## config.mk

```make
export PLATFORM = sky130hd
export DESIGN_NAME = serial_shift_tx_flat
export DESIGN_NICKNAME = d
export VERILOG_FILES = /design/src/rtl/serial_shift_tx_if.sv /design/src/rtl/serial_shift_tx.sv /design/src/flat_wrapper.sv
export SDC_FILE = /design/constraint.sdc
export NUM_CORES = 1
export LEC_CHECK = 0
export ABC_AREA = 1
export CAP_MARGIN = 20
export CORE_MARGIN = 2
export CORE_UTILIZATION = 53
export DETAILED_ROUTE_END_ITERATION = 10
export PLACE_DENSITY = 0.79
export SLEW_MARGIN = 30
export SYNTH_ARGS = -nofsm -noshare
export SYNTH_HDL_FRONTEND = slang
export SYNTH_SLANG_ARGS = --single-unit
```

## constraint.sdc

```tcl
create_clock -name Clk -period 3.3 [get_ports Clk]
set_input_delay 0.66 -clock Clk [delete_from_list [all_inputs] [get_ports Clk]]
set_output_delay 0.66 -clock Clk [all_outputs]
set_load 0.02 [all_outputs]
```

## src/rtl/serial_shift_tx_if.sv

```systemverilog
// Handshake and data bundle for the serial shift transmitter.
// master = the side that supplies words, slave = the transmitter itself.
interface serial_shift_tx_if #(
   parameter int unsigned WIDTH = 8
);
   logic             En;
   logic             Load;
   logic [WIDTH-1:0] D;
   logic             Q;
   logic             not_Q;
   logic             Valid;
   logic             Ready;
   logic             Done;

   modport master (
      output En, Load, D,
      input  Q, not_Q, Valid, Ready, Done
   );

   modport slave (
      input  En, Load, D,
      output Q, not_Q, Valid, Ready, Done
   );
endinterface

```

## src/rtl/serial_shift_tx.sv

```systemverilog
// Parallel-in, serial-out transmitter: captures a WIDTH-bit word on an
// accepted Load and shifts it out MSB-first on Q/not_Q, framed by Valid
// and a one-cycle Done pulse. All outputs decode from registered state.
module serial_shift_tx #(
   parameter int unsigned WIDTH = 8
) (
   input  logic             Clk,
   input  logic             Rst,
   serial_shift_tx_if.slave bus
);

   localparam int unsigned CW = (WIDTH > 1) ? $clog2(WIDTH) : 1;

   typedef enum logic [1:0] {
      S_IDLE  = 2'd0,
      S_SHIFT = 2'd1,
      S_DONE  = 2'd2
   } state_t;

   state_t           state;
   state_t           state_nx;
   logic [WIDTH-1:0] sr;
   logic [CW-1:0]    cnt;
   logic             q_int;

   // State register: reset wins, otherwise advance only on enabled edges.
   always_ff @(posedge Clk) begin
      if (Rst) begin
         state <= S_IDLE;
      end else if (bus.En) begin
         state <= state_nx;
      end
   end

   // Next-state logic: Load only matters in IDLE; DONE always returns to IDLE.
   always_comb begin
      state_nx = state;
      case (state)
         S_IDLE:  if (bus.Load) state_nx = S_SHIFT;
         S_SHIFT: if (cnt == '0) state_nx = S_DONE;
         S_DONE:  state_nx = S_IDLE;
         default: state_nx = S_IDLE;
      endcase
   end

   // Shift register and bit counter: load on accepted word, shift left while bits remain.
   always_ff @(posedge Clk) begin
      if (Rst) begin
         sr  <= '0;
         cnt <= '0;
      end else if (bus.En) begin
         case (state)
            S_IDLE: begin
               if (bus.Load) begin
                  sr  <= bus.D;
                  cnt <= CW'(WIDTH - 1);
               end
            end
            S_SHIFT: begin
               if (cnt != '0) begin
                  sr  <= {sr[WIDTH-2:0], 1'b0};
                  cnt <= cnt - 1'b1;
               end
            end
            default: ;
         endcase
      end
   end

   // Output decode from registered state only; not_Q tracks Q unconditionally.
   always_comb begin
      q_int     = 1'b0;
      bus.Ready = 1'b0;
      bus.Valid = 1'b0;
      bus.Done  = 1'b0;
      case (state)
         S_IDLE:  bus.Ready = 1'b1;
         S_SHIFT: begin
            bus.Valid = 1'b1;
            q_int     = sr[WIDTH-1];
         end
         S_DONE:  bus.Done = 1'b1;
         default: ;
      endcase
      bus.Q     = q_int;
      bus.not_Q = ~q_int;
   end

endmodule
```

## src/flat_wrapper.sv

```systemverilog
// flat-port wrapper written by rule: the top's interface ports become plain ports
module serial_shift_tx_flat 
#(
   parameter int unsigned WIDTH = 8
)
  (Clk, Rst, bus_En, bus_Load, bus_D, bus_Q, bus_not_Q, bus_Valid, bus_Ready, bus_Done);
  serial_shift_tx_if #(.WIDTH(WIDTH)) bus_i ();
  input  logic Clk;
  input  logic Rst;
  input wire logic [$bits(bus_i.En)-1:0] bus_En;
  input wire logic [$bits(bus_i.Load)-1:0] bus_Load;
  input wire logic [$bits(bus_i.D)-1:0] bus_D;
  output wire logic [$bits(bus_i.Q)-1:0] bus_Q;
  output wire logic [$bits(bus_i.not_Q)-1:0] bus_not_Q;
  output wire logic [$bits(bus_i.Valid)-1:0] bus_Valid;
  output wire logic [$bits(bus_i.Ready)-1:0] bus_Ready;
  output wire logic [$bits(bus_i.Done)-1:0] bus_Done;
  assign bus_i.En = bus_En;
  assign bus_i.Load = bus_Load;
  assign bus_i.D = bus_D;
  assign bus_Q = bus_i.Q;
  assign bus_not_Q = bus_i.not_Q;
  assign bus_Valid = bus_i.Valid;
  assign bus_Ready = bus_i.Ready;
  assign bus_Done = bus_i.Done;
  serial_shift_tx #(.WIDTH(WIDTH)) u_core (.Clk(Clk), .Rst(Rst), .bus(bus_i));
endmodule
```

======== After elaboration in Yosys (flattened, before gate mapping) ========
Cells that the tools add are included.
storage, ports and cells
  input bits .............................. 12
  output and inout port bits .............. 5
  register bits ........................... 13
  word-level logic and storage cells ...... 29
cells by class
  bitwise operators ....................... 1
  reduce and logical (&&, ||, !) cells .... 6
  $add $sub $neg .......................... 1
  mux-type cells .......................... 13
  equal/unequal tests ..................... 5
operators with widths
  operator                                                                 count
  8-bit 2-to-1 mux                                                         2
  8-bit case mux with 2 select lines                                       1
  3-bit 2-to-1 mux                                                         2
  3-bit case mux with 2 select lines                                       1
  1-bit 2-to-1 mux                                                         4
  2-bit 2-to-1 mux                                                         2
  2-bit by 1-bit inequality test with 1-bit output, second input constant  2
  2-bit case mux with 2 select lines                                       1
  4-bit AND reduction                                                      1
  3-bit logical NOT                                                        1
  3-bit AND reduction                                                      1
  3-bit nonzero test                                                       1
  3-bit by 1-bit subtractor with 3-bit output, second input constant       1
  2-bit by 1-bit equality test with 1-bit output, second input constant    1
  2-bit equality test, second input constant                               1
  2-bit logical NOT                                                        1
  2-bit inequality test, second input constant                             1
  2-bit nonzero test                                                       1
  1-bit inverter                                                           1

======== Depth between registers and ports, before layout ========
Gate-level depths: netlist (run 1).
  depth after elaboration ................. 3
  gate-level depth with buffers ........... 9
  depth with buffers taken out ............ 8

======== Worst setup path after synthesis (run 1) ========
Ideal clock, no wire load.
  path type ............................... flip-flop to output port
  start ................................... reg u_core.state[0]
  end ..................................... out bus_Q
  data required time ...................... 2.640 ns
  arrival time ............................ 1.115 ns
  stages on the path, launching flop included .. 6
  path buffers ............................ 1
  path slack .............................. 1.525 ns
  path through ............................ dfxtp_1 inv_2 nor2_2 buf_6 nand2_1 inv_1
on the way
  longest elaborated chain between the ends .. 2
ends and longest elaborated chain
  item                                            line                   text
  start, declared                                 serial_shift_tx.sv:20  state_t state;
  start signal, assigned                          serial_shift_tx.sv:31  state <= state_nx;
  2-bit by 1-bit equality test with 1-bit output  serial_shift_tx.sv:76  case (state)
  1-bit 2-to-1 mux                                serial_shift_tx.sv:76
  end, declared                                   flat_wrapper.sv:13     output wire logic [$bits(bus_i.Q)-1:0] bus_Q;
No other way between the ends.

======== Final worst setup path (run 1) ========
Ends and elaborated chain as after synthesis.

==> metrics.md, run 1 <==
| Metric | Value |
|---|---|
| Status | complete, no violations |
| Root Buffer Master | clkbuf_4 |
| Count of different cell masters after synthesis | 18 |
| # hold bufs at CTS | 0 |
| CTS max path bufs | 2 |
| Clock Latency Late Sink | 0.28 ns |
| Reg clk slew, reported paths | 0.09 ns |
| Fin. Hold Viols | 0 |
| Final setup vio count | 0 |
| Pin count of the biggest net entering global routing | 19 |
| Number of buffer and inverter stages on the critical path | 3 |
| H-Tree Depth | 1 |
| Clock network power share | between 20% and 30% |
| Post-Syn Instances | 125 |
| Crit path required time | 2.64 ns |
| DIE WIDTH | about 44 µm |
| Final Skew | 0.00212 ns |
| Syn Std Cell Area | between 800 and 900 µm² |
| # Max-Cap Violations | 0 |
| RSZ-0062 raised after global routing | false |
| Die Y | 43.7 µm |
| Worst path slowest cell | clkdlybuf4s50_1 |
| Wire per inst | approximately 10 µm |
| Total chip power | 0.438 mW |
| Leak pwr | 0.493 nW |
| Register area share after synthesis | 31.1% |
| Critical Path End Type | primary output |
| Share of cells above drive strength 1 | between 20% and 30% |
| Crit-path max cell delay | 0.59 ns |
| Crit path launch type | register |
| Switching power | roughly 0.16 mW |
| GRT Total Usage | 19.1% |
| Fin crit share | 79.7% |
| Layout overhead on the synthesized area | 20.5% |
| CP top delay family | buffers and inverters |
| Switching Fraction | a little over a third |
| Worst VDD drop | between 0.2 and 0.3 mV |
| Routed vias/inst | 4.72 |
| Drt initial violations | 10 |
| Row count | 14 |
| Synth Area per Inst | approximately 6.7 µm² |
| Grt ovf | 0 |
| Commonest non-fill, non-tap cell in the layout | nand2_1 |
| PortBufs | 16 |
| Syn nets | 139 |
| Starting Density | 56.1% |
| Nets | 157 |
| Most used cells in the layout excluding fill and tap cells | nand2_1 (45), nor2_2 (19), inv_1 (18) |
| Via count | 745 |
| Min Tclk post-route | approximately 2.6 ns |
| Int Pwr | approximately 0.28 mW |
| Core Footprint | about 1500 µm² |
| Initial DRT Pass Iterations | 4 |
| Fill count | 143 |
| Final wirelength | 1610 µm |
| Crit-path cells | inv_2 -> nor2_2 -> nand2_1 -> inv_1 -> clkdlybuf4s50_1 |
| Die Footprint | 1910 µm² |
| Antenna diodes | 0 |
| Post-CTS Setup Inserts | 0 |
| Synth warn | 0 |
| Placer Congestion | about 0.75 |
| Fmax achieved | 380 MHz |
| Power Density | 435 nW/µm² |
| Slew headroom | roughly two thirds |
| WP data arrival | 1.97 ns |
| WS Path Type | register to primary output |
| Vias in the first global route | 661 |
| Drt drc | 0 |
| Antenna viol nets, final | 0 |
| Crit Path Max Fanout | 13 |
| Post-synthesis sequential element count | 13 |
| First-pass GRT wire length | 2820 µm |
| CTS tree | built |
| CTS Sinks | 13 |
| Setup tns final | 0 ns |
| # IOs | 17 |
| Fin. max-slew vios | 0 |
| Detail Placement HPWL | 1110 µm |
| CTS buffer count | 3 |
| Combinational power share | 33.3% |
| Initial antenna violation count | 0 |
| Worst slew pin tran | 0.477 ns |
| Sequential Power Share | 43.2% |
| Tightest Hold Check Type | register to register |
| CTS resizes | 0 |
[power groups by stage]
stage          registers [mW]  logic [mW]  clock network, mW
6_report                0.189       0.146              0.103
5_1_grt                 0.192       0.165              0.109
4_1_cts                 0.189       0.147              0.104
3_5_place_dp            0.193       0.146                  0
3_3_place_gp            0.192       0.143                  0
2_1_floorplan           0.190       0.117                  0
[cell type report]
type / count / area [µm²] / area share (%)
inverter: 19 / 71.3 / 7.08
tap: 16 / 20.0 / 1.99
clock buffer: 4 / 26.3 / 2.61
multi-input combinational: 90 / 469 / 46.6
timing repair buffer: 16 / 160 / 15.9
sequential: 13 / 260 / 25.8
[flip-flops by register name (all words and copies together) (netlist names)]
name and cells:
u_core.sr 8, u_core.cnt 3, u_core.state 2
[cell usage after synthesis]
library cell  number  area (µm²)
buf_12             1        20.0
inv_2              1        3.75
buf_6              1        11.3
clkbuf_1           1        3.75
nor2_4             1        11.3
xor2_1             1        8.76
ha_1               2        25.0
dfxtp_1           13         260
nor2_2            19         119
a21oi_1            5        25.0
nand2_4            2        22.5
nand3_1            3        15.0
nor2_8             1        20.0
nand2_1           45         169
nor2_1             5        18.8
nand2_2            4        25.0
o21ai_0            2        10.0
inv_1             18        67.6
[logic make-up after synthesis]
group | synth area share [%]
buffers and inverters | 12.7
adders and majority gates | 2.99
and+or+nand+nor | 47.9
xor gates and xnor gates | 1.05
DFF | 31.1
AOI/OAI and AO/OA | 4.19
[per-stage QoR]
stage                     setup WS [ns]  instances  area (µm²)  util (%)  hold slack [ns]
after floorplan                    1.52        125         836         -            0.434
after global placement             1.03        154         981      65.9            0.452
after detailed placement          0.994        154         981      65.9            0.464
after CTS                         0.675        158        1010      67.6            0.478
after global routing              0.534        158        1010      67.6            0.534
final                             0.669        158        1010      67.6            0.475
[worst reg2reg max path, cell delays in order (launching register included)]
cell     delay, ns
dfxtp_1       0.34
inv_1         0.07
ha_1          0.21
nand3_1       0.12
nand2_4       0.08
nor2_8        0.32
nand2_1       0.09
nand2_1       0.08
nor2_2        0.03
[metal layers]
metal,vias up,wire length (µm),GRT usage [%]
li1,399,-,-
met1,328,760,25.0
met2,16,766,30.9
met3,2,72,3.75
met4,0,9,7.27
met5,-,0,0
[worst paths after layout]
kind / startpoint / to / slack (ns) / depth (start not counted)
setup / recovery: u_core.state[0]$_SDFFE_PP0P_ / bus_Q / 0.67 / 5
hold / removal: u_core.sr[0]$_SDFFE_PP0P_ / u_core.sr[0]$_SDFFE_PP0P_ / 0.48 / 2
setup reg to reg: u_core.cnt[0]$_SDFFE_PP0P_ / u_core.sr[1]$_SDFFE_PP0P_ / 1.85 / 8
hold reg to reg: u_core.sr[0]$_SDFFE_PP0P_ / u_core.sr[0]$_SDFFE_PP0P_ / 0.48 / 2
No activity file was read; power rests on OpenSTA's default activity.
==> run 2, diff against run 1 <==
Settings changed: CORE_UTILIZATION 53 to 49, PLACE_DENSITY 0.79 to 0.74.
Clock period 3.3 ns to 2.55 ns, I/O delays scaled along.
==> run 2 against run 1 <==
Net effect:
- critical path type unchanged
- first-iteration DRC count is 10% lower
- via count is 1.5% lower
- final cell count is 0.63% higher
==> metrics.md, run 2 (same netlist as run 1, synthesis figures left out) <==
| Metric | Value |
|---|---|
| CTS buffer count | 3 (unchanged) |
| GRT Total Usage | 18.1% (was 19.1%) |
| Routed vias/inst | 4.62 (was 4.72) |
| WS Path Type | register to primary output (unchanged) |
| Nets | 158 (was 157) |
| Pin count of the biggest net entering global routing | 19 (unchanged) |
| Finished Layout Cells | 159 (was 158) |
| Detail Placement HPWL | 1180 µm (was 1110 µm) |
| CP top delay family | buffers and inverters (unchanged) |
| Largest register FFs | 8 (unchanged) |
| Biggest regs | u_core.sr (8), u_core.cnt (3), u_core.state (2) (unchanged) |
| Final wirelength | 1620 µm (was 1610 µm) |
| Fin. max-slew vios | 0 (unchanged) |
| Biggest register | u_core.sr (unchanged) |
| Crit-path cells | inv_2 -> nor2_2 -> nand2_1 -> inv_1 -> clkdlybuf4s50_1 (unchanged) |
| Clock network power share | 22.6% (was 23.4%) |
| Min Tclk post-route | 2.24 ns |
| RSZ-0062 raised after global routing | false (unchanged) |
| Most used cells in the layout excluding fill and tap cells | nand2_1 (45), nor2_2 (19), inv_1 (18) (unchanged) |
| Number of buffer and inverter stages on the critical path | 3 (unchanged) |
| Antenna viol nets, final | 0 (unchanged) |
| Drt initial violations | 9 (was 10) |
| Via count | 734 (was 745) |
| Leak pwr | 0.498 nW (was 0.493 nW) |
| # hold bufs at CTS | 0 (unchanged) |
| Root Buffer Master | clkbuf_4 (unchanged) |
| Int Pwr | 0.368 mW (was 0.283 mW) |
| Fill count | 139 (was 143) |
| DP Worst Slack | 0.600 ns (was 0.994 ns) |
| Vias in the first global route | 638 (was 661) |
| Starting Density | 53.6% (was 56.1%) |
| # IOs | 17 (unchanged) |
| Worst path slowest cell | clkdlybuf4s50_1 (unchanged) |
| Initial DRT Pass Iterations | 4 (unchanged) |
| Final core utilization | 65.1% (was 67.6%) |
| Initial antenna violation count | 0 (unchanged) |
| CTS resizes | 0 (unchanged) |
| Switching Fraction | 34.7% (was 35.4%) |
| Worst Slack Setup Final | 0.313 ns (was 0.669 ns) |
| Crit-path max cell delay | 0.60 ns (was 0.59 ns) |
| Commonest non-fill, non-tap cell in the layout | nand2_1 (unchanged) |
| First-pass GRT wire length | 2650 µm (was 2820 µm) |
| Final Skew | 0.00123 ns (was 0.00212 ns) |
| Crit Path Max Fanout | 6 (was 13) |
| Share of cells above drive strength 1 | 22.4% (was 21.8%) |
| Reg clk slew, reported paths | 0.08 ns (was 0.09 ns) |
| Row count | 14 (unchanged) |
| PortBufs | 16 (unchanged) |
| Worst VDD drop | 0.483 mV (was 0.269 mV) |
| Layout overhead on the synthesized area | 21.4% (was 20.5%) |
| Drt drc | 0 (unchanged) |
| Clock Latency Late Sink | 0.27 ns (was 0.28 ns) |
| Fin crit share | 87.7% |
| CTS Sinks | 13 (unchanged) |
| CTS max path bufs | 2 (unchanged) |
| Setup tns final | 0 ns (unchanged) |
| Crit path required time | 2.04 ns (was 2.64 ns) |
| Grt ovf | 0 (unchanged) |
| Fmax achieved | around 450 MHz |
| Crit path launch type | register (unchanged) |
| WP data arrival | 1.73 ns (was 1.97 ns) |
| Slew headroom | 75.5% (was 68.2%) |
| DIE WIDTH | 45.3 µm (was 43.7 µm) |
| Core Footprint | 1560 µm² (was 1490 µm²) |
| # Max-Cap Violations | 0 (unchanged) |
| Worst slew pin tran | 0.367 ns (was 0.477 ns) |
| Placed cell count | 155 (was 154) |
| Die Footprint | 2050 µm² (was 1910 µm²) |
| Wire per inst | 10.2 µm (about the same) |
| Final setup vio count | 0 (unchanged) |
| Post-CTS Setup Inserts | 0 (unchanged) |
| Power Density | 556 nW/µm² (was 435 nW/µm²) |
| Antenna diodes | 0 (unchanged) |
| Die Y | 45.3 µm (was 43.7 µm) |
| Combinational power share | 34.0% (was 33.3%) |
| Tightest Hold Check Type | register to register (unchanged) |
| Critical Path End Type | primary output (unchanged) |
| Sequential Power Share | 43.4% (was 43.2%) |
| CTS tree | built (unchanged) |
| Fin. Hold Viols | 0 (unchanged) |
| Switching power | 0.196 mW (was 0.155 mW) |
| Placer Congestion | 0.786 (was 0.747) |
| R2R Setup Slk | 1.08 ns (was 1.85 ns) |
| H-Tree Depth | 1 (unchanged) |
| Status | complete, no violations (unchanged) |
## run 2: power by group through the flow
stage	logic, mW	registers (mW)	clock network, mW
2_1_floorplan	0.151	0.246	0
3_3_place_gp	0.189	0.248	0
3_5_place_dp	0.192	0.249	0
4_1_cts	0.194	0.245	0.132
5_1_grt	0.215	0.249	0.141
6_report	0.192	0.245	0.127
## run 2: per-stage QoR
step | hold slack (ns) | cell area [µm²] | total power, mW
floorplan | 0.434 | 836 | 0.397
global placement | 0.456 | 988 | 0.437
detailed placement | 0.470 | 988 | 0.442
CTS | 0.483 | 1010 | 0.571
global route | 0.516 | 1010 | 0.604
finish | 0.474 | 1010 | 0.564
## run 2: per-layer routing
metal	vias up	global-route usage (%)	wire, µm
met5	-	0	0
met2	8	30.0	758
met4	0	3.53	10
li1	401	-	-
met3	2	6.00	63
met1	323	23.1	782
## run 2: tightest hold or removal path: cells and delay by family (launching register included)
family	cells	cell delay, ns
simple gates	1	0.06
flops	1	0.32
compound gates	1	0.05
## run 2: final cells by class
| type | instances | area [µm²] | share of cell area (%) |
|---|---|---|---|
| sequential | 13 | 260 | 25.6 |
| clock buffer | 4 | 26.3 | 2.59 |
| multi-input combinational | 90 | 469 | 46.2 |
| timing repair buffer | 17 | 168 | 16.5 |
| tap | 16 | 20.0 | 1.97 |
| inverter | 19 | 71.3 | 7.03 |
## run 2: path summary, 6_finish.rpt
path                           startpoint                         to  depth (start not counted)
max          u_core.state[0]$_SDFFE_PP0P_                      bus_Q                          5
min             u_core.sr[0]$_SDFFE_PP0P_  u_core.sr[0]$_SDFFE_PP0P_                          2
max reg2reg    u_core.cnt[0]$_SDFFE_PP0P_  u_core.sr[2]$_SDFFE_PP0P_                          8
min reg2reg     u_core.sr[0]$_SDFFE_PP0P_  u_core.sr[0]$_SDFFE_PP0P_                          2
==> RTL edit 1 (config.mk and constraints of run 2) <==
`WIDTH` is set to 8 in 3 places; all go to 16.
--- a/src/rtl/serial_shift_tx_if.sv
+++ b/src/rtl/serial_shift_tx_if.sv
@@ -1,7 +1,7 @@
 // Handshake and data bundle for the serial shift transmitter.
 // master = the side that supplies words, slave = the transmitter itself.
 interface serial_shift_tx_if #(
-   parameter int unsigned WIDTH = 8
+   parameter int unsigned WIDTH = 16
 );
    logic             En;
    logic             Load;
--- a/src/rtl/serial_shift_tx.sv
+++ b/src/rtl/serial_shift_tx.sv
@@ -2,7 +2,7 @@
 // accepted Load and shifts it out MSB-first on Q/not_Q, framed by Valid
 // and a one-cycle Done pulse. All outputs decode from registered state.
 module serial_shift_tx #(
-   parameter int unsigned WIDTH = 8
+   parameter int unsigned WIDTH = 16
 ) (
    input  logic             Clk,
    input  logic             Rst,
--- a/src/flat_wrapper.sv
+++ b/src/flat_wrapper.sv
@@ -1,7 +1,7 @@
 // flat-port wrapper written by rule: the top's interface ports become plain ports
 module serial_shift_tx_flat 
 #(
-   parameter int unsigned WIDTH = 8
+   parameter int unsigned WIDTH = 16
 )
   (Clk, Rst, bus_En, bus_Load, bus_D, bus_Q, bus_not_Q, bus_Valid, bus_Ready, bus_Done);
   serial_shift_tx_if #(.WIDTH(WIDTH)) bus_i ();
Ports: changed (resized bus_D); port bits go from 17 to 25. The function was not compared with the original's and may differ.
==> RTL edit 1 against run 2 <==
The flow now finishes with violations (DRC); total power grew 65%; register-to-register slack lost 0.08 ns; synthesized area grew 76%; clock power grew 56%; sequential share of layout area grew 0.50 points; core utilization shrank 5.1 points; global-route usage shrank 1.4 points; wire length grew 73%; sequential cell count grew 9; final area grew 66%; via count grew 80%; setup slack lost 0.10 ns; critical path type unchanged; largest power group unchanged; highest routed layer unchanged.
==> RTL edit 1: results (changes against run 2) <==
{| class="wikitable"
! Metric !! Value
|-
| Outcome || finished, violations left
|-
| Violated checks || DRC
|-
| Main area contributors after synthesis || sky130_fd_sc_hd__dfxtp_1 30%, sky130_fd_sc_hd__nand2_1 14%, sky130_fd_sc_hd__nand3_1 9.2%
|-
| Switching power as a share of total power || 0.356 (+0.00873)
|-
| End of the worst register-to-register path || u_core.sr[10]
|-
| Registers with the most flip-flops || u_core.sr: 16 flops, u_core.cnt: 4 flops, u_core.state: 2 flops
|-
| Placement Cell Area || 1650 sq um (+67%)
|-
| Setup WS pre-CTS || 0.590 ns (-0.00970 ns)
|-
| Placed cells || 261 (+68%)
|-
| Clk slew on worst S/H paths || 0.12 ns (+0.04 ns)
|-
| Crit path DAT || 1.83 ns (+0.10 ns)
|-
| Final worst-path cycle share || 0.918 (+0.0406)
|-
| Maximum resistive drop on vdd || 323 uV (-33%)
|-
| Origin of the worst setup path || u_core.state[1]
|-
| Count of port buffers added during placement || 24 (+8)
|-
| Final HPWL from detailed placement || 1.79 mm (+52%)
|-
| Pleak || 0.802 nW (+61%)
|-
| Commonest cells in the netlist || 53 x sky130_fd_sc_hd__nand2_1, 27 x sky130_fd_sc_hd__nand3_1, 25 x sky130_fd_sc_hd__inv_1
|-
| Minimum setup slack among reg-to-reg paths || 1.00 ns (-0.08 ns)
|-
| Arithmetic-cell share of the synthesized area counting full adders, half adders and majority gates || 0.00850 (-0.0214)
|-
| Via count of the first global-routing pass || 985 (+54%)
|-
| Final wirelength || 2.80 mm (+73%)
|-
| DRT iter0 DRCs || 58 (+49)
|-
| Post-detailed-route DRC marker count || 1 (+1)
|-
| Post-synthesis instance total || 217 (+74%)
|-
| Number of distinct library cell variants in the gate-level netlist after synthesis || 21 (+3)
|-
| Fill count || 290 (+110%)
|-
| Syn_nets || 238 (+71%)
|-
| Overall track demand over capacity in global routing || 0.167 (-0.0143)
|-
| Largest fanout of any net on the critical path || 18 (+12)
|-
| Crit path to || bus_Done
|-
| Mean number of vias per cell || 4.99 (+8.1%)
|-
| Wire length of the first global-routing pass || 4.49 mm (+70%)
|-
| GPL Wtd Cong || 0.763 (-3.0%)
|-
| First-pass iteration count of the detailed router || 7 (+3)
|-
| Share of the synthesized area in compound gates (AO/OA/AOI/OAI) || 0.0824 (+0.0405)
|-
| Post-synthesis xor/xnor area fraction || 0 (-0.0105)
|-
| Clock Latency Late Sink || 0.31 ns (+0.04 ns)
|}
-- RTL edit 1: cell types whose count changed after synthesis, moves of 3 or more --
cell,delta
sky130_fd_sc_hd__a21oi_1,+16
sky130_fd_sc_hd__buf_2,+4
sky130_fd_sc_hd__buf_4,+3
sky130_fd_sc_hd__buf_6,+4
sky130_fd_sc_hd__dfxtp_1,+9
sky130_fd_sc_hd__inv_1,+7
sky130_fd_sc_hd__nand2_1,+8
sky130_fd_sc_hd__nand2_2,+4
sky130_fd_sc_hd__nand3_1,+24
sky130_fd_sc_hd__nand3_2,+8
sky130_fd_sc_hd__nand4_1,+4
sky130_fd_sc_hd__nor2_1,+14
sky130_fd_sc_hd__nor2_2,-11
-- RTL edit 1: power by group through the flow --
stage                     Combinational [mW]  Sequential [mW]  Clock [mW]
after global placement                 0.322            0.416           0
after CTS                              0.325            0.410       0.201
after global routing                   0.362            0.414       0.215
after floorplan                        0.276            0.411           0
final                                  0.323            0.410       0.198
after detailed placement               0.323            0.418           0
-- RTL edit 1: metal layers --
metal,part of all wire,track usage,up-vias
met3,0.045,0.0396,4
met1,0.48,0.247,558
met4,0.0082,0.0487,0
met5,0,0,-
met2,0.46,0.241,41
li1,-,-,719
-- RTL edit 1: cell families after synthesis --
| logic type | Yosys count |
|---|---|
| adders and majority gates | 1 |
| DFF | 22 |
| buffers and inverters | 40 |
| and+or+nand+nor | 132 |
| AOI/OAI and AO/OA | 22 |
-- RTL edit 1: area by class of cell --
cell class / count / area, sq um / share of cell area
clock buffers: 4 / 36.3 / 0.0215
repair buffers: 26 / 255 / 0.152
multi-input cells: 155 / 810 / 0.481
inverters: 27 / 104 / 0.0617
well taps: 31 / 38.8 / 0.0230
flip-flops and latches: 22 / 440 / 0.262
-- RTL edit 1: critical path, cell delays in order (launching register included) --
cell	delay, ns
sky130_fd_sc_hd__dfxtp_1	0.52
sky130_fd_sc_hd__inv_4	0.17
sky130_fd_sc_hd__nor2_1	0.19
sky130_fd_sc_hd__clkdlybuf4s50_1	0.64
-- RTL edit 1: worst min path at each step --
stage | to | slack (ns) | cells after the start | from
after floorplan | u_core.cnt[1] | 0.45 | 2 | u_core.cnt[1]
after global placement | u_core.sr[0] | 0.46 | 2 | u_core.sr[0]
after detailed placement | u_core.cnt[1] | 0.47 | 2 | u_core.cnt[1]
after CTS | u_core.cnt[1] | 0.51 | 2 | u_core.cnt[1]
after global routing | u_core.sr[13] | 0.53 | 2 | u_core.sr[13]
final | u_core.sr[6] | 0.50 | 2 | u_core.sr[6]
-- RTL edit 1: per-stage QoR --
step                      power [mW]   util
after global placement         0.738  0.587
after detailed placement       0.741  0.587
after global routing           0.992  0.600
final                          0.931  0.600
after floorplan                0.687      -
after CTS                      0.936  0.600
==> RTL edit 2 (flow settings as in run 2) <==
Made on the original files. Re-encode `state_t` (3 states) as one-hot, 3 bits wide.
--- a/src/rtl/serial_shift_tx.sv
+++ b/src/rtl/serial_shift_tx.sv
@@ -11,10 +11,10 @@
 
    localparam int unsigned CW = (WIDTH > 1) ? $clog2(WIDTH) : 1;
 
-   typedef enum logic [1:0] {
-      S_IDLE  = 2'd0,
-      S_SHIFT = 2'd1,
-      S_DONE  = 2'd2
+   typedef enum logic [2:0] {
+      S_IDLE  = 3'b001,
+      S_SHIFT = 3'b010,
+      S_DONE  = 3'b100
    } state_t;
 
    state_t           state;
Behaviour: same outputs for any inputs over 10 cycles, from zero or initial values and one cycle with Rst high; not proved beyond that.
==> RTL edit 2 against run 2 <==
Fmax shrank 2.6%; total power increased by 13%; sequential cell count rose by 1; setup slack got worse by 0.061 ns; die area down 1.5%; final area did not move; global-route usage fell by 1.8 points; register-to-register slack improved by 0.11 ns; wire length is 12% lower; cell count up 1.3%; synthesized area down 1.6%; hold slack improved by 0.020 ns.
==> RTL edit 2: results (changes against run 2) <==
{| class="wikitable"
! Metric !! Value
|-
| Sequential cell area || 280 sq um (+7.7%)
|-
| Wire length of the first global-routing pass || 2.43 mm (-8.3%)
|-
| Share of the synthesized area in compound gates (AO/OA/AOI/OAI) || 0.0670 (+0.0251)
|-
| Total of plain and repair buffers excluding clock buffers || 16 (-1)
|-
| Metal3 WL || 43 um (-32%)
|-
| Crit path DAT || 1.79 ns (+0.06 ns)
|-
| Area of the multi-input gates || 443 sq um (-5.6%)
|-
| Layout cells sized above 1 || 0.103 (-0.120)
|-
| Non-clock buffer contribution to total cell area || 0.158 (-0.00740)
|-
| Met1 track demand over resource || 0.181 (-0.0502)
|-
| Placement Cell Area || 978 sq um (-1.0%)
|-
| Sequential element share of the synthesized area || 0.341 (+0.0296)
|-
| Launch point of the worst hold path || u_core.cnt[1]
|-
| Registers with the most flip-flops || u_core.sr: 8 flops, u_core.cnt: 3 flops, u_core.state: 3 flops
|-
| Overall track demand over capacity in global routing || 0.163 (-0.0184)
|-
| DRT iter0 DRCs || 12 (+3)
|-
| Maximum resistive drop on vdd || 398 uV (-18%)
|-
| Via count of the first global-routing pass || 633 (-0.78%)
|-
| Final core occ || 0.658 (+0.00740)
|-
| Fill count || 159 (+14%)
|-
| Clock network area share || 0.0358 (+0.00986)
|-
| Pleak || 0.511 nW (+2.6%)
|-
| Number of distinct library cell variants in the gate-level netlist after synthesis || 19 (+1)
|-
| Met3 Usage GRT || 0.0240 (-0.0360)
|-
| Fraction of met2 tracks used by global routing || 0.294 (-0.00571)
|-
| Number of multi-input combinational cells in the layout || 91 (+1.1%)
|-
| Origin of the worst setup path || u_core.state[1]
|-
| Setup WS pre-CTS || 0.549 ns (-0.0508 ns)
|-
| Outcome || finished, final reports clean
|-
| Met1 layer wirelength in the final routing || 671 um (-14%)
|-
| Routed wire length on met2 || 688 um (-9.2%)
|-
| Largest fanout of any net on the critical path || 19 (+13)
|-
| Main area contributors after synthesis || sky130_fd_sc_hd__dfxtp_1 34%, sky130_fd_sc_hd__nand2_1 18%, sky130_fd_sc_hd__nor2_1 10%
|-
| Vias post-DR || 764 (+4.1%)
|-
| Average size of a mapped cell || 6.42 sq um (-4.0%)
|-
| Cell area after layout || 1010 sq um (unchanged)
|-
| Maximum clock skew at final layout || 0.00243 ns (+0.00120 ns)
|-
| Non-clock inverter total of the final layout || 20 (+1)
|}
==> RTL edit 2: changes by cell type in the layout (fill, tap and decap cells not counted), moves of 2 or more <==
cell | before | now
sky130_fd_sc_hd__nand2_1 | 45 | 39
sky130_fd_sc_hd__nor2_2 | 19 | 1
sky130_fd_sc_hd__nor2_1 | 5 | 22
sky130_fd_sc_hd__nand2_4 | 2 | 4
sky130_fd_sc_hd__o21ai_0 | 2 | 5
sky130_fd_sc_hd__nand3_1 | 3 | 6
==> RTL edit 2: power by group through the flow <==
stage	logic [mW]	registers, mW	clock network, mW
2_1_floorplan	0.169	0.271	0
3_3_place_gp	0.210	0.273	0
3_5_place_dp	0.213	0.275	0
4_1_cts	0.214	0.269	0.163
5_1_grt	0.244	0.274	0.169
6_report	0.212	0.269	0.158
==> RTL edit 2: cells by family after synthesis <==
logic type,count (synthesis)
adders and majority gates,2
DFF,14
and+or+nand+nor,78
buffers and inverters,23
AOI/OAI and AO/OA,11
